[src/rtl/fault_pro_mc.sv]
// Multi-channel sample integrity checker: parity / stuck / range checks feeding
// per-channel saturating error counters and a sticky OK/SUSPECT/FAULT health machine.
module fault_pro_mc #(
   parameter int unsigned WIDTH     = 8,
   parameter int unsigned CHANNELS  = 4,
   parameter int unsigned CNT_W     = 4,
   parameter int unsigned THRESH    = 3,
   parameter int unsigned STUCK_LIM = 4,
   parameter logic [WIDTH-1:0] LIMIT = WIDTH'(8'hC0),
   localparam int unsigned CH_W = (CHANNELS > 1) ? $clog2(CHANNELS) : 1
) (
   input  logic              clk,
   input  logic              reset,
   input  logic [WIDTH-1:0]  din,
   input  logic              din_valid,
   input  logic [CH_W-1:0]   ch_sel,
   input  logic [1:0]        mode,
   input  logic              clear,
   input  logic [CH_W-1:0]   stat_ch,
   output logic              res_valid,
   output logic              res_err,
   output logic [CH_W-1:0]   res_ch,
   output logic [CHANNELS-1:0] fault_flags,
   output logic              alarm,
   output logic [CNT_W-1:0]  stat_count,
   output logic [1:0]        stat_state
);

   localparam int unsigned RUN_W = $clog2(STUCK_LIM + 1);
   localparam logic [RUN_W-1:0] RUN_MAX = RUN_W'(STUCK_LIM);
   localparam logic [CNT_W-1:0] CNT_MAX = '1;

   typedef enum logic [1:0] {
      ST_OK      = 2'b00,
      ST_SUSPECT = 2'b01,
      ST_FAULT   = 2'b10
   } health_e;

   health_e             state_q [CHANNELS];
   health_e             state_d [CHANNELS];
   logic [CNT_W-1:0]    count_q [CHANNELS];
   logic [CNT_W-1:0]    count_d [CHANNELS];
   logic [WIDTH-1:0]    last_q  [CHANNELS];
   logic [WIDTH-1:0]    last_d  [CHANNELS];
   logic                hist_q  [CHANNELS];
   logic                hist_d  [CHANNELS];
   logic [RUN_W-1:0]    run_q   [CHANNELS];
   logic [RUN_W-1:0]    run_d   [CHANNELS];
   logic [CHANNELS-1:0] flags_d;

   health_e          sel_state_c;
   logic [CNT_W-1:0] sel_count_c;
   logic [WIDTH-1:0] sel_last_c;
   logic             sel_hist_c;
   logic [RUN_W-1:0] sel_run_c;
   logic [CNT_W-1:0] stat_count_c;
   logic [1:0]       stat_state_c;
   logic             accept_c;
   logic             err_c;
   logic [RUN_W-1:0] run_c;
   logic [CNT_W-1:0] cnt_c;
   health_e          state_c;

   // Pick out the sampled channel and the status-readback channel.
   always_comb begin
      sel_state_c  = ST_OK;
      sel_count_c  = '0;
      sel_last_c   = '0;
      sel_hist_c   = 1'b0;
      sel_run_c    = '0;
      stat_count_c = '0;
      stat_state_c = 2'b00;
      for (int unsigned i = 0; i < CHANNELS; i++) begin
         if (32'(ch_sel) == i) begin
            sel_state_c = state_q[i];
            sel_count_c = count_q[i];
            sel_last_c  = last_q[i];
            sel_hist_c  = hist_q[i];
            sel_run_c   = run_q[i];
         end
         if (32'(stat_ch) == i) begin
            stat_count_c = count_q[i];
            stat_state_c = state_q[i];
         end
      end
   end

   // Integrity check for the current sample.
   always_comb begin
      accept_c = din_valid && !clear && (32'(ch_sel) < CHANNELS);
      run_c    = '0;
      if (sel_hist_c && (din == sel_last_c))
         run_c = (sel_run_c == RUN_MAX) ? RUN_MAX : sel_run_c + RUN_W'(1);
      err_c = 1'b0;
      unique case (mode)
         2'b00:   err_c = ^din;
         2'b01:   err_c = ~^din;
         2'b10:   err_c = (32'(run_c) >= STUCK_LIM);
         2'b11:   err_c = (din > LIMIT);
         default: err_c = 1'b0;
      endcase
   end

   // Counter and health next-state; clear wins over any coincident sample.
   always_comb begin
      cnt_c = sel_count_c;
      if (err_c)
         cnt_c = (sel_count_c == CNT_MAX) ? CNT_MAX : sel_count_c + CNT_W'(1);
      else if (sel_state_c == ST_SUSPECT)
         cnt_c = sel_count_c - CNT_W'(1);

      if ((sel_state_c == ST_FAULT) || (32'(cnt_c) >= THRESH))
         state_c = ST_FAULT;
      else if (cnt_c != '0)
         state_c = ST_SUSPECT;
      else
         state_c = ST_OK;

      for (int unsigned i = 0; i < CHANNELS; i++) begin
         state_d[i] = state_q[i];
         count_d[i] = count_q[i];
         last_d[i]  = last_q[i];
         hist_d[i]  = hist_q[i];
         run_d[i]   = run_q[i];
         if (clear) begin
            state_d[i] = ST_OK;
            count_d[i] = '0;
            hist_d[i]  = 1'b0;
            run_d[i]   = '0;
         end else if (accept_c && (32'(ch_sel) == i)) begin
            state_d[i] = state_c;
            count_d[i] = cnt_c;
            last_d[i]  = din;
            hist_d[i]  = 1'b1;
            run_d[i]   = run_c;
         end
         flags_d[i] = (state_d[i] == ST_FAULT);
      end
   end

   always_ff @(posedge clk) begin
      if (reset) begin
         for (int unsigned i = 0; i < CHANNELS; i++) begin
            state_q[i] <= ST_OK;
            count_q[i] <= '0;
            last_q[i]  <= '0;
            hist_q[i]  <= 1'b0;
            run_q[i]   <= '0;
         end
         res_valid   <= 1'b0;
         res_err     <= 1'b0;
         res_ch      <= '0;
         fault_flags <= '0;
         stat_count  <= '0;
         stat_state  <= 2'b00;
      end else begin
         for (int unsigned i = 0; i < CHANNELS; i++) begin
            state_q[i] <= state_d[i];
            count_q[i] <= count_d[i];
            last_q[i]  <= last_d[i];
            hist_q[i]  <= hist_d[i];
            run_q[i]   <= run_d[i];
         end
         res_valid   <= accept_c;
         res_err     <= accept_c & err_c;
         res_ch      <= accept_c ? ch_sel : res_ch;
         fault_flags <= flags_d;
         stat_count  <= stat_count_c;
         stat_state  <= stat_state_c;
      end
   end

   assign alarm = |fault_flags;

endmodule

[config.mk]
export PLATFORM = sky130hd
export DESIGN_NAME = fault_pro_mc
export DESIGN_NICKNAME = d
export VERILOG_FILES = /design/src/rtl/fault_pro_mc.sv
export SDC_FILE = /design/constraint.sdc
export NUM_CORES = 1
export LEC_CHECK = 0
export ABC_AREA = 1
export CAP_MARGIN = 40
export CORE_MARGIN = 2
export CORE_UTILIZATION = 52
export DETAILED_ROUTE_END_ITERATION = 16
export GPL_ROUTABILITY_DRIVEN = 0
export PLACE_DENSITY = 0.75
export SETUP_SLACK_MARGIN = 0.2
export SYNTH_ARGS = -nofsm -noshare
export SYNTH_HDL_FRONTEND = slang
export SYNTH_SLANG_ARGS = --single-unit
[constraint.sdc]
create_clock -name clk -period 2.6 [get_ports clk]
set_clock_uncertainty 0.05 [all_clocks]
set_input_delay 0.52 -clock clk [delete_from_list [all_inputs] [get_ports clk]]
set_output_delay 0.52 -clock clk [all_outputs]
set_load 0.005 [all_outputs]
After elaboration in Yosys (flattened, before gate mapping)
Memories as Yosys holds them, arrays and structs flattened.
Cells that the tools add are included.
{ "word_totals": {"ff_bits": 14, "mem_bits_rw": 72, "in_bits": 18, "memories": 5} }
{ "mem_list": {"columns": ["name", "depth", "width", "read_ports", "rd_ports_with_merged_regs", "write_ports", "line_no", "text"], "rows": [
  ["last_q", 4, 8, 4, 0, 4, "43", "logic [WIDTH-1:0] last_q [CHANNELS];"],
  ["count_q", 4, 4, 4, 0, 4, "41", "logic [CNT_W-1:0] count_q [CHANNELS];"],
  ["run_q", 4, 3, 4, 0, 4, "47", "logic [RUN_W-1:0] run_q [CHANNELS];"],
  ["state_q", 4, 2, 4, 0, 4, "39", "health_e state_q [CHANNELS];"],
  ["hist_q", 4, 1, 4, 0, 4, "45", "logic hist_q [CHANNELS];"]
]} }
{ "classes": {"n_addsub": 3, "magnitude_cmp": 3, "eq_ne": 18, "muxes": 99, "bitwise": 21, "n_reduce_logical": 15} }
{ "op_table": {"columns": ["op", "count"], "rows": [
  ["2-to-1 mux 8 bit", 16],
  ["2-to-1 mux 4 bit", 23],
  ["2-to-1 mux 3 bit", 18],
  ["2-to-1 mux 2 bit", 21],
  ["equality test 2 bit (second input constant)", 11],
  ["2-to-1 mux 1 bit", 20],
  ["OR 1 bit", 20],
  ["equality test 2 x 1 -> 1 bit (second input constant)", 4],
  ["equality test 8 bit", 1],
  ["greater-than comparator 8 bit (second input constant)", 1],
  ["XNOR reduction 8 bit", 1],
  ["XOR reduction 8 bit", 1],
  ["logical AND 1 bit", 6],
  ["logical NOT 2 bit", 3],
  ["adder 4 x 1 -> 4 bit (second input constant)", 1],
  ["equality test 4 bit (second input constant)", 1],
  ["greater-or-equal comparator 4 x 2 -> 1 bit (second input constant)", 1],
  ["one-hot mux 1 bit (4 select lines)", 1],
  ["nonzero test 4 bit", 1],
  ["OR reduction 4 bit", 1],
  ["subtractor 4 x 1 -> 4 bit (second input constant)", 1],
  ["adder 3 x 1 -> 3 bit (second input constant)", 1],
  ["equality test 3 bit (second input constant)", 1],
  ["greater-or-equal comparator 3 bit (second input constant)", 1],
  ["3 further kinds", 3]
]} }

Depth between registers and ports, before layout
Gate-level depths: netlist of run 1.
{ "logic_depth": {"ltp_word": 17, "mapped_depth": 22, "depth_no_buf": 21} }

Worst setup path after synthesis of run 1
No wires, ideal clock.
{ "synth_timing": {"path_kind": "input-to-reg", "from": "input ch_sel[0]", "to": "register fault_flags[0]", "setup_ns": 0.112, "arrival_ns": 2.545, "required_ns": 2.438, "slack_ns": -0.107, "cell_stages": 22, "cell_sequence": "buf_4 > inv_2 > nor2_2 > a22o_1 > inv_1 > nand3_1 > inv_1 > ha_1 > inv_1 > nand2_1 > o21ai_0 > inv_1 > nand4_1 > nand3_2 > nand2_2 > nand2_1 > nand2_2 > inv_1 > nand2_2 > nand4_1 > nand2_1 > nor2_1"} }
{ "synth_via": {"elab_chain_len": 17, "word_cells_on_any_way": 49} }
{ "synth_lines": {"columns": ["item", "line_no", "text"], "rows": [
  ["start: declaration", "16", "input logic [CH_W-1:0] ch_sel,"],
  ["logical NOT 2 bit", "74, 130", null],
  ["2-to-1 mux 3 bit / 2-to-1 mux 8 bit (equally long branches) (4 in a row)", "74", "if (32'(ch_sel) == i) begin"],
  ["adder 3 x 1 -> 3 bit, or another cell as far along", "93", "run_c = (sel_run_c == RUN_MAX) ? RUN_MAX : sel_run_c + RUN_W'(1);"],
  ["2-to-1 mux 3 bit / logical AND 1 bit (equally long branches)", "93, 92", null],
  ["2-to-1 mux 3 bit", "92", "if (sel_hist_c && (din == sel_last_c))"],
  ["greater-or-equal comparator 3 bit", "98", "2'b10: err_c = (32'(run_c) >= STUCK_LIM);"],
  ["one-hot mux 1 bit (4 select lines)", "95", "unique case (mode)"],
  ["2-to-1 mux 4 bit", "107", "if (err_c)"],
  ["greater-or-equal comparator 4 x 2 -> 1 bit / nonzero test 4 bit (equally long branches)", "112, 114", null],
  ["logical OR 1 bit / 2-to-1 mux 1 bit (equally long branches)", "112, 114", null],
  ["2-to-1 mux 2 bit", "112", "if ((sel_state_c == ST_FAULT) || (32'(cnt_c) >= THRESH))"],
  ["2-to-1 mux 2 bit *", "130", "end else if (accept_c && (32'(ch_sel) == i)) begin"],
  ["2-to-1 mux 2 bit *", "125", "if (clear) begin"],
  ["equality test 2 bit *", "137", "flags_d[i] = (state_d[i] == ST_FAULT);"],
  ["end signal: assignment", "167", "fault_flags <= flags_d;"],
  ["end: declaration", "23", "output logic [CHANNELS-1:0] fault_flags,"]
]} }
Mark *: on every way between the ends. The rest lies on a longest branch, timed or not.
A chain may end at the register's enable or synchronous reset.

Worst setup path in the final report of run 1
{ "layout_timing": {"from": "input ch_sel[0]", "to": "register fault_flags[1]"} }
{ "layout_via": {"elab_chain_len": 17, "word_cells_on_any_way": 49} }
{ "layout_lines": {"columns": ["item", "line_no"], "rows": [
  ["logical NOT 2 bit", "74"],
  ["2-to-1 mux 3 bit / 2-to-1 mux 8 bit (equally long branches) (4 in a row)", "74"],
  ["adder 3 x 1 -> 3 bit, or another cell as far along", "93"],
  ["2-to-1 mux 3 bit / logical AND 1 bit (equally long branches)", "93, 92"],
  ["2-to-1 mux 3 bit", "92"],
  ["greater-or-equal comparator 3 bit", "98"],
  ["one-hot mux 1 bit (4 select lines)", "95"],
  ["2-to-1 mux 4 bit", "107"],
  ["greater-or-equal comparator 4 x 2 -> 1 bit / nonzero test 4 bit (equally long branches)", "112, 114"],
  ["logical OR 1 bit / 2-to-1 mux 1 bit (equally long branches)", "112, 114"],
  ["2-to-1 mux 2 bit", "112"],
  ["2-to-1 mux 2 bit *", "130"],
  ["2-to-1 mux 2 bit *", "125"],
  ["equality test 2 bit *", "137"]
]} }
Marks and branches as above.

==> run_results.csv, run 1 <==
group,metric,value,unit
routing,initialDrtViolationCount,328,
synth,synthCells,604,
synth,synth.top_cells.by_count,"nand2_1 (100), inv_1 (89), dfxtp_1 (86), o21ai_0 (74), a21oi_1 (73)",
worst_setup_path,timing.rr.start,"last_q[1][1]",
worst_setup_path,endpoint_kind,"flip-flop",
synth,seq_area_frac_synth,40.8,%
floorplan,start_util,54.1,%
worst_setup_path,crit_path_max_incr_delay,220,ps
synth,synth_seq_cells,86,
synth,async_flop_share,0,%
worst_setup_path,critical_path_required,2810,ps
layout,fin_area,5740,um2
pwr,power_density,494,nW/um2
pwr,pwr-share-seq,48.1,%
worst_setup_path,path_buf_inv,5,
timing,finalSetupViolCount,16,
timing,fin_crit_sh,105,%
synth,yosys-top-cells-area,"dfxtp_1 (41%), nand2_1 (8.9%), o21ai_0 (8.8%), a21oi_1 (8.7%), inv_1 (7.9%)",
grt,antenna_found_initial,0,
routing,wl_per_cell,16.2,um
pwr,p_switching,792,uW
worst_setup_path,reg2reg_depth,17,
placed_design,place_area,5150,um2
synth,syn_nets,630,
timing,relSlewSlack,74.8,%
layout,drive_gt1_share,23.5,%
timing,setup_ws,-133,ps
pwr,clock_power_share,33.2,%
routing,num_vias,4539,
min_path,hold_class,"flip-flop to flip-flop",
routing,dr.pass1.iters,5,
synth,ys.flop_type,"dfxtp_1",
floorplan,die_w,94.1,um
timing,tightest_slew,378,ps
min_path,whs_path_depth,2,
clock_tree,cts.clk_slew.worst_paths,80,ps
worst_setup_path,r2r-end,"fault_flags[1]",
pwr,p_comb_share,18.7,%
layout,nets,724,
routing,drc,0,
timing,finalHoldViolCount,0,
floorplan,die-area,8860,um2
pwr,ir_drop,0.000340,V
grt,grt_max_degree,39,
timing,finalMaxSlewViolations,0,
worst_setup_path,cp-start-kind,"primary input",
synth,ys_warn_count,0,
synth,synth_area_leader_cell,"dfxtp_1",
placed_design,io_buffers,32,
layout,diodes,0,
clock_tree,tritoncts,"yes",
timing,hold_slack,418,ps
layout,area_delta_synth_final,35.9,%
synth,synth_edf_count,0,
worst_setup_path,r2r_setup_slack,160,ps
worst_setup_path,worstSetupPathType,"primary input to flip-flop",
timing,period_minus_slack,2730,ps
synth,ys_types,35,
grt,overflow,0,
worst_setup_path,path_max_fanout,8,
timing,rsz0062_at_grt,"true",
routing,vias_per_cell,5.65,
grt,grt_pass1_wl,20900,um
synth,synth_top_area_share,40.8,%
clock_tree,cts_sinks,86,
grt,track_usage,30.3,%
worst_setup_path,slowest_stage,"nor2_4",
clock_tree,cts_max_path_buffers,2,
outcome,status,"complete, but fails checks",
worst_setup_path,cpLargestDelayFamily,"simple AND/OR/NAND/NOR gates",
worst_setup_path,worstPathCellList,"buf_6 > buf_8 > buf_6 > nor2_4 > buf_4 > inv_1 > o221ai_1 > o21ai_0 > nand2_1 > nand4_1 > nand3_2 > nand2_4 > nand2_4 > nand3_2 > nor2_4 > nand4_1 > nand2_1 > nor2_1",
clock_tree,clk_latency,360,ps
floorplan,fp.dieH,94.1,um
worst_setup_path,worstPathArrival,2950,ps
pwr,internal_power,2040,uW
timing,fmax,366,MHz
routing,ant_nets,0,
pwr,sw_frac_of_total,27.9,%
floorplan,core-area,7810,um2
floorplan,num_rows,32,
job,max_cap_viol_count,0,
pwr,leakagePower,0.00262,uW
synth,yosysMostFrequentCell,"nand2_1",
clock_tree,numCtsBuffers,9,
min_path,min-delay-start,"res_ch[1]",
outcome,violations,"setup timing",
synth,avgSynthCellArea,6.99,um2
placed_design,hpwlAfterDp,8710,um
synth,synth_area,4220,um2
pwr,power.total,2840,uW
layout,fin_util,73.5,%
routing,detail_route.wirelength,13000,um
layout,fillCellCount,601,
floorplan,io_pins,33,
min_path,holdPathEnd,"res_ch[1]",
grt,grt_pass1_vias,4413,
clock_tree,htreeDepth,3,
clock_tree,cts_root_buf,"clkbuf_8",
==> sequential cells by signal, summed over array words and instances, names as in the netlist <==
signal,count
res_err,1
state_q,8
fault_flags,4
last_q,32
res_valid,1
count_q,16
hist_q,4
stat_count,4
stat_state,2
res_ch,2
run_q,12
==> worst register-to-register path, delay by kind of cell (launching register included) <==
kind                   cells  cell delay, ps
AO/OA/AOI/OAI              1             150
buffers and inverters      1              40
flip-flops                 1             340
AND/OR/NAND/NOR           15            1760
==> stage by stage <==
step,TNS [ps],worst slack (ps),instances
final,-874,-133,804
after global routing,-2600,-225,804
after CTS,0,34.1,801
after detailed placement,-22280,-668,774
after global placement,-19650,-595,774
after floorplan,0,82.1,604
==> power groups by stage <==
stage               clock network, uW  registers [uW]  logic, uW
floorplan                           0            1390        251
global placement                    0            1390        427
detailed placement                  0            1390        438
CTS                               941            1360        500
global route                     1000            1370        572
finish                            941            1360        531
==> how the worst max path moves through the flow <==
stage                   start             end  slack [ps]  depth (start not counted)
detailed placement  ch_sel[1]  fault_flags[2]        -670                         22
global route        ch_sel[0]  fault_flags[1]        -230                         18
CTS                 ch_sel[0]   state_q[3][0]          30                         20
finish              ch_sel[0]  fault_flags[1]        -130                         18
floorplan           ch_sel[0]  fault_flags[1]          80                         22
global placement    ch_sel[0]  fault_flags[1]        -590                         20
==> area by class of cell <==
| cell class | instances | area [um2] | share of cell area [%] |
|---|---|---|---|
| clock buffers | 11 | 141 | 2.46 |
| flip-flops and latches | 86 | 1720 | 30.0 |
| well taps | 102 | 128 | 2.22 |
| inverters | 96 | 363 | 6.32 |
| multi-input cells | 398 | 2320 | 40.5 |
| repair buffers | 107 | 1010 | 17.7 |
| clock inverters | 4 | 47.5 | 0.829 |
==> cell families after synthesis <==
kind of cell / Yosys count / share of synthesized area (%)
DFF: 86 / 40.8
adders and majority gates: 8 / 2.37
and+or+nand+nor: 216 / 23.2
muxes: 1 / 0.237
buffers and inverters: 120 / 11.2
xor gates and xnor gates: 6 / 1.24
AOI/OAI and AO/OA: 167 / 20.9
==> routing by layer <==
layer | up-vias | routed length (um) | global-route usage, %
li1 | 2169 | - | -
met1 | 2131 | 5160 | 35.4
met2 | 189 | 6480 | 52.3
met3 | 50 | 819 | 6.50
met4 | 0 | 532 | 15.2
met5 | - | 0 | 0
==> what timing repair did <==
item | 4_1_cts | 5_1_grt
resized for setup | 55 | 27
pin swaps | 34 | 22
buffers inserted | 12 | 3
setup endpoints to repair | 41 | 40
hold buffers | 0 | 0
==> cells in the final DEF (no fill, tap or decap), types with 4 or more instances in the layout <==
cell type	instances
ha_4	4
o21ai_2	7
nand3_1	28
nand2_4	10
o21ai_1	8
nand2_1	86
buf_12	7
nor2_1	43
clkbuf_8	10
o22ai_1	6
nand3_2	14
dfxtp_1	86
inv_2	11
a21oi_1	73
inv_1	84
buf_4	60
nand2_2	8
o221ai_1	4
o21ai_0	61
clkdlybuf4s50_1	30
buf_6	7
nor2_4	4
ha_1	4
nand4_1	9
No activity file was read; power rests on OpenSTA's default activity.
==> run 2, diff against run 1 <==
--- a/config.mk
+++ b/config.mk
@@ -6,8 +6,8 @@
 export NUM_CORES = 1
 export LEC_CHECK = 0
 export ABC_AREA = 1
+export ABC_CLOCK_PERIOD_IN_PS = 2600
 export CAP_MARGIN = 40
-export CORE_MARGIN = 2
 export CORE_UTILIZATION = 52
 export DETAILED_ROUTE_END_ITERATION = 16
 export GPL_ROUTABILITY_DRIVEN = 0
==> run 2 against run 1 <==
Net effect:
- the run still ends with setup timing left
- non-clock buffer count down 5
- routed wire length decreased by 6.7%
- sequential cell count unchanged
- setup slack better by 130 ps
- largest cell class unchanged
- critical path type unchanged
- sequential share of layout area rose by 0.22 points
- hold slack better by 2.1 ps
- fmax is 4.8% higher
- clock power grew 23%
- critical endpoint unchanged
==> run_results.csv, run 2 (synthesized netlist as in run 1, its figures left out) <==
group,metric,value,unit
floorplan,start_util,54.1,%
routing,wl_met3,601,um
timing,fmax,383,MHz
floorplan,fp.dieH,92.1,um
clock_tree,cts_max_path_buffers,2,
clock_tree,cts_sinks,86,
clock_tree,cts_root_buf,"clkbuf_8",
pwr,power.total,3030,uW
layout,mostFrequentLayoutCells,"nand2_1 (90), dfxtp_1 (86), inv_1 (84), a21oi_1 (67), o21ai_0 (61)",
routing,num_vias,4392,
routing,m1WireLength,4900,um
worst_setup_path,path_max_fanout,8,
worst_setup_path,path_buf_inv,7,
layout,regMostFlops,"last_q",
timing,fin_crit_sh,100,%
layout,fillCellCount,620,
timing,finalSetupViolCount,3,
routing,wl_per_cell,15.2,um
worst_setup_path,endpoint_kind,"flip-flop",
layout,reg.largest.list,"last_q x32, count_q x16, run_q x12",
timing,finalHoldViolCount,0,
clock_tree,numCtsBuffers,9,
pwr,leakagePower,0.00258,uW
floorplan,core-area,7810,um2
outcome,status,"complete, but fails checks",
outcome,violations,"setup timing",
grt,track_usage,30.1,%
worst_setup_path,worstPathCellList,"buf_6 > buf_6 > buf_6 > nor2_4 > a22o_1 > inv_1 > nand3_2 > inv_2 > ha_4 > inv_2 > nand2_2 > o21ai_2 > inv_2 > nand4_1 > nand3_2 > nand2_4 > nand2_2 > nand2_4 > nand2_4 > nand4_1 > nand2_1 > nor2_1",
layout,largest_reg_flops,32,
grt,grt_pass1_wl,19700,um
layout,area_delta_synth_final,34.8,%
placed_design,io_buffers,32,
timing,relSlewSlack,75.8,%
routing,vias_per_cell,5.49,
timing,setup_ws,-8.47,ps
routing,drc,0,
worst_setup_path,crit_path_max_incr_delay,200,ps
clock_tree,tritoncts,"yes",
grt,grt_pass1_vias,4351,
layout,diodes,0,
clock_tree,clk_latency,370,ps
grt,overflow,0,
layout,fin_util,72.9,%
layout,fin_area,5690,um2
floorplan,die-area,8490,um2
timing,finalMaxSlewViolations,0,
routing,detail_route.wirelength,12100,um
grt,antenna_found_initial,0,
clock_tree,htreeDepth,3,
worst_setup_path,worstSetupPathType,"primary input to flip-flop",
grt,grt_max_degree,39,
worst_setup_path,cpLargestDelayFamily,"simple AND/OR/NAND/NOR gates",
routing,initialDrtViolationCount,308,
worst_setup_path,critical_path_required,2860,ps
routing,ant_nets,0,
pwr,ir_drop,0.000376,V
timing,tightest_slew,363,ps
worst_setup_path,slowest_stage,"nor2_4",
clock_tree,holdBufCountCts,0,
timing,period_minus_slack,2610,ps
floorplan,die_w,92.1,um
routing,dr.pass1.iters,6,
timing,rsz0062_at_grt,"true",
layout,nets,719,
routing,met2WireLength,6070,um
layout,mostFrequentLayoutCell,"nand2_1",
floorplan,num_rows,32,
clock_tree,cts.clk_slew.worst_paths,90,ps
placed_design,hpwlAfterDp,8350,um
worst_setup_path,cp-start-kind,"primary input",
floorplan,io_pins,33,
layout,drive_gt1_share,22.5,%
routing,top_layer,"met4",
worst_setup_path,worstPathArrival,2870,ps
min_path,hold_class,"flip-flop to flip-flop",
pwr,power_density,532,nW/um2
placed_design,place_area,5110,um2
job,max_cap_viol_count,0,
run 2: final cells by class:
class                           count  area (um2)  area share, %
Timing Repair Buffer              102         952           16.7
Multi-Input combinational cell    398        2280           40.0
Clock buffer                       11         141           2.48
Clock inverter                      5         106           1.87
Inverter                           96         368           6.46
Tap cell                          102         128           2.24
Sequential cell                    86        1720           30.2
run 2: path summary, 6_finish.rpt:
path,startpoint,to,slack (ps),cells past startpoint
setup / recovery,ch_sel[1],fault_flags[1],-8,22
hold / removal,hist_q[0],hist_q[0],420,2
setup reg to reg,run_q[0][0],fault_flags[3],280,18
hold reg to reg,hist_q[0],hist_q[0],420,2
run 2: tightest hold or removal path, stage by stage, from the launching register on:
cell and delay (ps):
dfxtp_1 300, inv_1 60, a21oi_1 60
run 2: stage by stage:
step                hold slack, ps  setup TNS, ps  setup slack, ps  std cells
detailed placement             408         -24080             -727        773
global placement               401         -21230             -636        773
floorplan                      385              0             82.1        604
CTS                            424              0             57.6        797
global route                   446          -1930             -191        800
finish                         420          -17.3            -8.47        800
run 2: repair_timing:
item                                    4_1_cts  5_1_grt
gates cloned                                  1        0
buffers inserted                              7        3
endpoints found under the setup margin       41       41
resized for setup                            37       37
pin swaps                                    19       21
run 2: routing by layer:
layer / track usage, % / vias up
li1: - / 2162
met3: 5.39 / 48
met5: 0 / -
met2: 52.4 / 152
met1: 33.5 / 2030
met4: 19.8 / 0
run 2: power breakdown:
group	switching (uW)	internal (uW)
Combinational	283	224
Sequential	15.3	1350
Clock	494	666
==> run 3, diff against run 2 <==
--- a/config.mk
+++ b/config.mk
@@ -12,6 +12,7 @@
 export DETAILED_ROUTE_END_ITERATION = 16
 export GPL_ROUTABILITY_DRIVEN = 0
 export PLACE_DENSITY = 0.75
+export REMOVE_ABC_BUFFERS = 1
 export SETUP_SLACK_MARGIN = 0.2
 export SYNTH_ARGS = -nofsm -noshare
 export SYNTH_HDL_FRONTEND = slang
==> run 3 against run 2 <==
Net effect:
- the run still ends with setup timing left
- final cell count increased by 0.38%
- clock power decreased by 16%
- fmax decreased by 2.1%
- count of clock-buffer cells in the layout decreased by 1
- combinational power increased by 12%
- non-clock buffer count increased by 3
- die area unchanged
- power decreased by 3.9%
- critical path type unchanged
- largest power group unchanged
- highest routed layer unchanged
==> run_results.csv, run 3 (synthesized netlist as in run 1, its figures left out) <==
group,metric,value,unit
outcome,status,"complete, but fails checks",
outcome,violations,"setup timing",
clock_tree,cts.clk_slew.worst_paths,90,ps
placed_design,io_buffers,32,
placed_design,hpwlAfterDp,8560,um
grt,grt.busiest_layer,"met2",
routing,detail_route.wirelength,13000,um
layout,area_delta_synth_final,37.9,%
pwr,leakagePower,0.00260,uW
pwr,power_density,500,nW/um2
routing,ant_nets,0,
floorplan,num_rows,32,
floorplan,core-area,7810,um2
worst_setup_path,worstPathArrival,2880,ps
worst_setup_path,endpoint_kind,"flip-flop",
grt,grt_util_met1,34.7,%
timing,finalMaxSlewViolations,0,
clock_tree,cts_max_path_buffers,2,
layout,diodes,0,
worst_setup_path,cp-start-kind,"primary input",
timing,tightest_slew,643,ps
grt,grt_pass1_wl,19900,um
clock_tree,htreeDepth,3,
worst_setup_path,path_max_fanout,8,
clock_tree,tritoncts,"yes",
pwr,ir_drop,0.000326,V
layout,fillCellCount,572,
floorplan,start_util,54.1,%
grt,overflow,0,
floorplan,io_pins,33,
timing,finalSetupViolCount,7,
layout,nets,722,
timing,relSlewSlack,57.1,%
clock_tree,numCtsBuffers,9,
routing,vias_per_cell,5.61,
timing,period_minus_slack,2660,ps
timing,setup_ws,-63.2,ps
timing,hold_slack,425,ps
floorplan,die_w,92.1,um
timing,rsz0062_at_grt,"true",
job,max_cap_viol_count,0,
routing,initialDrtViolationCount,359,
clock_tree,clk_latency,370,ps
layout,mostFrequentLayoutCells,"dfxtp_1 (86), nand2_1 (83), inv_1 (82), o21ai_0 (60), a21oi_1 (59)",
worst_setup_path,critical_path_required,2820,ps
layout,mostFrequentLayoutCell,"dfxtp_1",
grt,antenna_found_initial,0,
routing,dr.pass1.iters,5,
grt,grtUsageMet3,6.72,%
routing,drc,0,
layout,stdcell_count,803,
layout,largest_reg_flops,32,
min_path,whs_path_depth,2,
grt,grt_max_degree,29,
floorplan,fp.dieH,92.1,um
floorplan,die-area,8490,um2
min_path,hold_class,"flip-flop to flip-flop",
timing,fin_crit_sh,102,%
routing,wl_per_cell,16.2,um
worst_setup_path,worstSetupPathType,"primary input to flip-flop",
placed_design,place_inst,771,
routing,num_vias,4503,
clock_tree,holdBufCountCts,0,
clock_tree,cts_root_buf,"clkbuf_8",
grt,gr-usage-met2,52.1,%
grt,track_usage,30.2,%
worst_setup_path,reg2reg_depth,17,
layout,drive_gt1_share,27.1,%
layout,regMostFlops,"last_q",
grt,grt_pass1_vias,4309,
timing,fmax,375,MHz
timing,finalHoldViolCount,0,
layout,reg.largest.list,"last_q x32, count_q x16, run_q x12",
clock_tree,cts_sinks,86,
[run 3: cell types whose count changed in the layout (fill, tap and decap cells not counted), moves of 6 or more]
cell / delta
nor2_2: +6
nor2_1: -6
nand2_1: -7
a21oi_1: -8
a21oi_2: +8
[run 3: final cells by class]
class	instances	area [um2]	area share, %
Inverter	96	365	6.27
Sequential cell	86	1720	29.6
Multi-Input combinational cell	398	2420	41.6
Clock inverter	6	68.8	1.18
Timing Repair Buffer	105	978	16.8
Clock buffer	10	138	2.36
Tap cell	102	128	2.19
[run 3: metal layers]
layer	vias up	part of all wire (%)
met5	-	0
met2	202	50
met4	0	3.8
li1	2166	-
met1	2097	40
met3	38	5.8
[run 3: stage by stage]
| stage | setup TNS, ps | area (um2) | util (%) | total power [uW] | setup slack [ps] |
|---|---|---|---|---|---|
| floorplan | 0 | 4110 | - | 1610 | 49.8 |
| global placement | -20710 | 5050 | 64.6 | 1800 | -623 |
| detailed placement | -22400 | 5050 | 64.6 | 1810 | -676 |
| CTS | 0 | 5480 | 70.2 | 2840 | 113 |
| global route | -2580 | 5820 | 74.6 | 3030 | -242 |
| finish | -349 | 5820 | 74.6 | 2910 | -63.2 |
[run 3: worst max-delay path, stage by stage]
cell and delay, ps:
buf_6 90, buf_6 130, nor2_4 220, buf_6 160, nand2_1 60, nand3_2 80
nand2_1 50, nand2_1 50, nand2_1 80, nor2_2 140, nand2_2 90, nor2_2 80
nand4_1 110, nand3_2 140, nand2_4 120, nand2_4 100, o21ai_4 60, nor2_4 230
nand4_1 180, nand2_1 110, nor2_1 40
[run 3: repair_timing]
item | in CTS | in global routing
gates resized for setup | 49 | 80
setup buffers | 6 | 10
pin swaps | 22 | 41
setup endpoints to repair | 41 | 41
[run 3: worst paths after layout]
check                                   from             end  slack [ps]
worst max register to register  last_q[1][7]  fault_flags[2]         150
worst min-delay path               res_ch[1]       res_ch[1]         420
worst min register to register     res_ch[1]       res_ch[1]         420
worst max-delay path               ch_sel[1]  fault_flags[2]         -60
[run 3: where the power goes]
part	switching, uW	internal, uW	total [uW]	leakage [uW]
clock network	504	477	980	0.000103
registers	16.0	1350	1360	0.000697
logic	314	254	568	0.00180
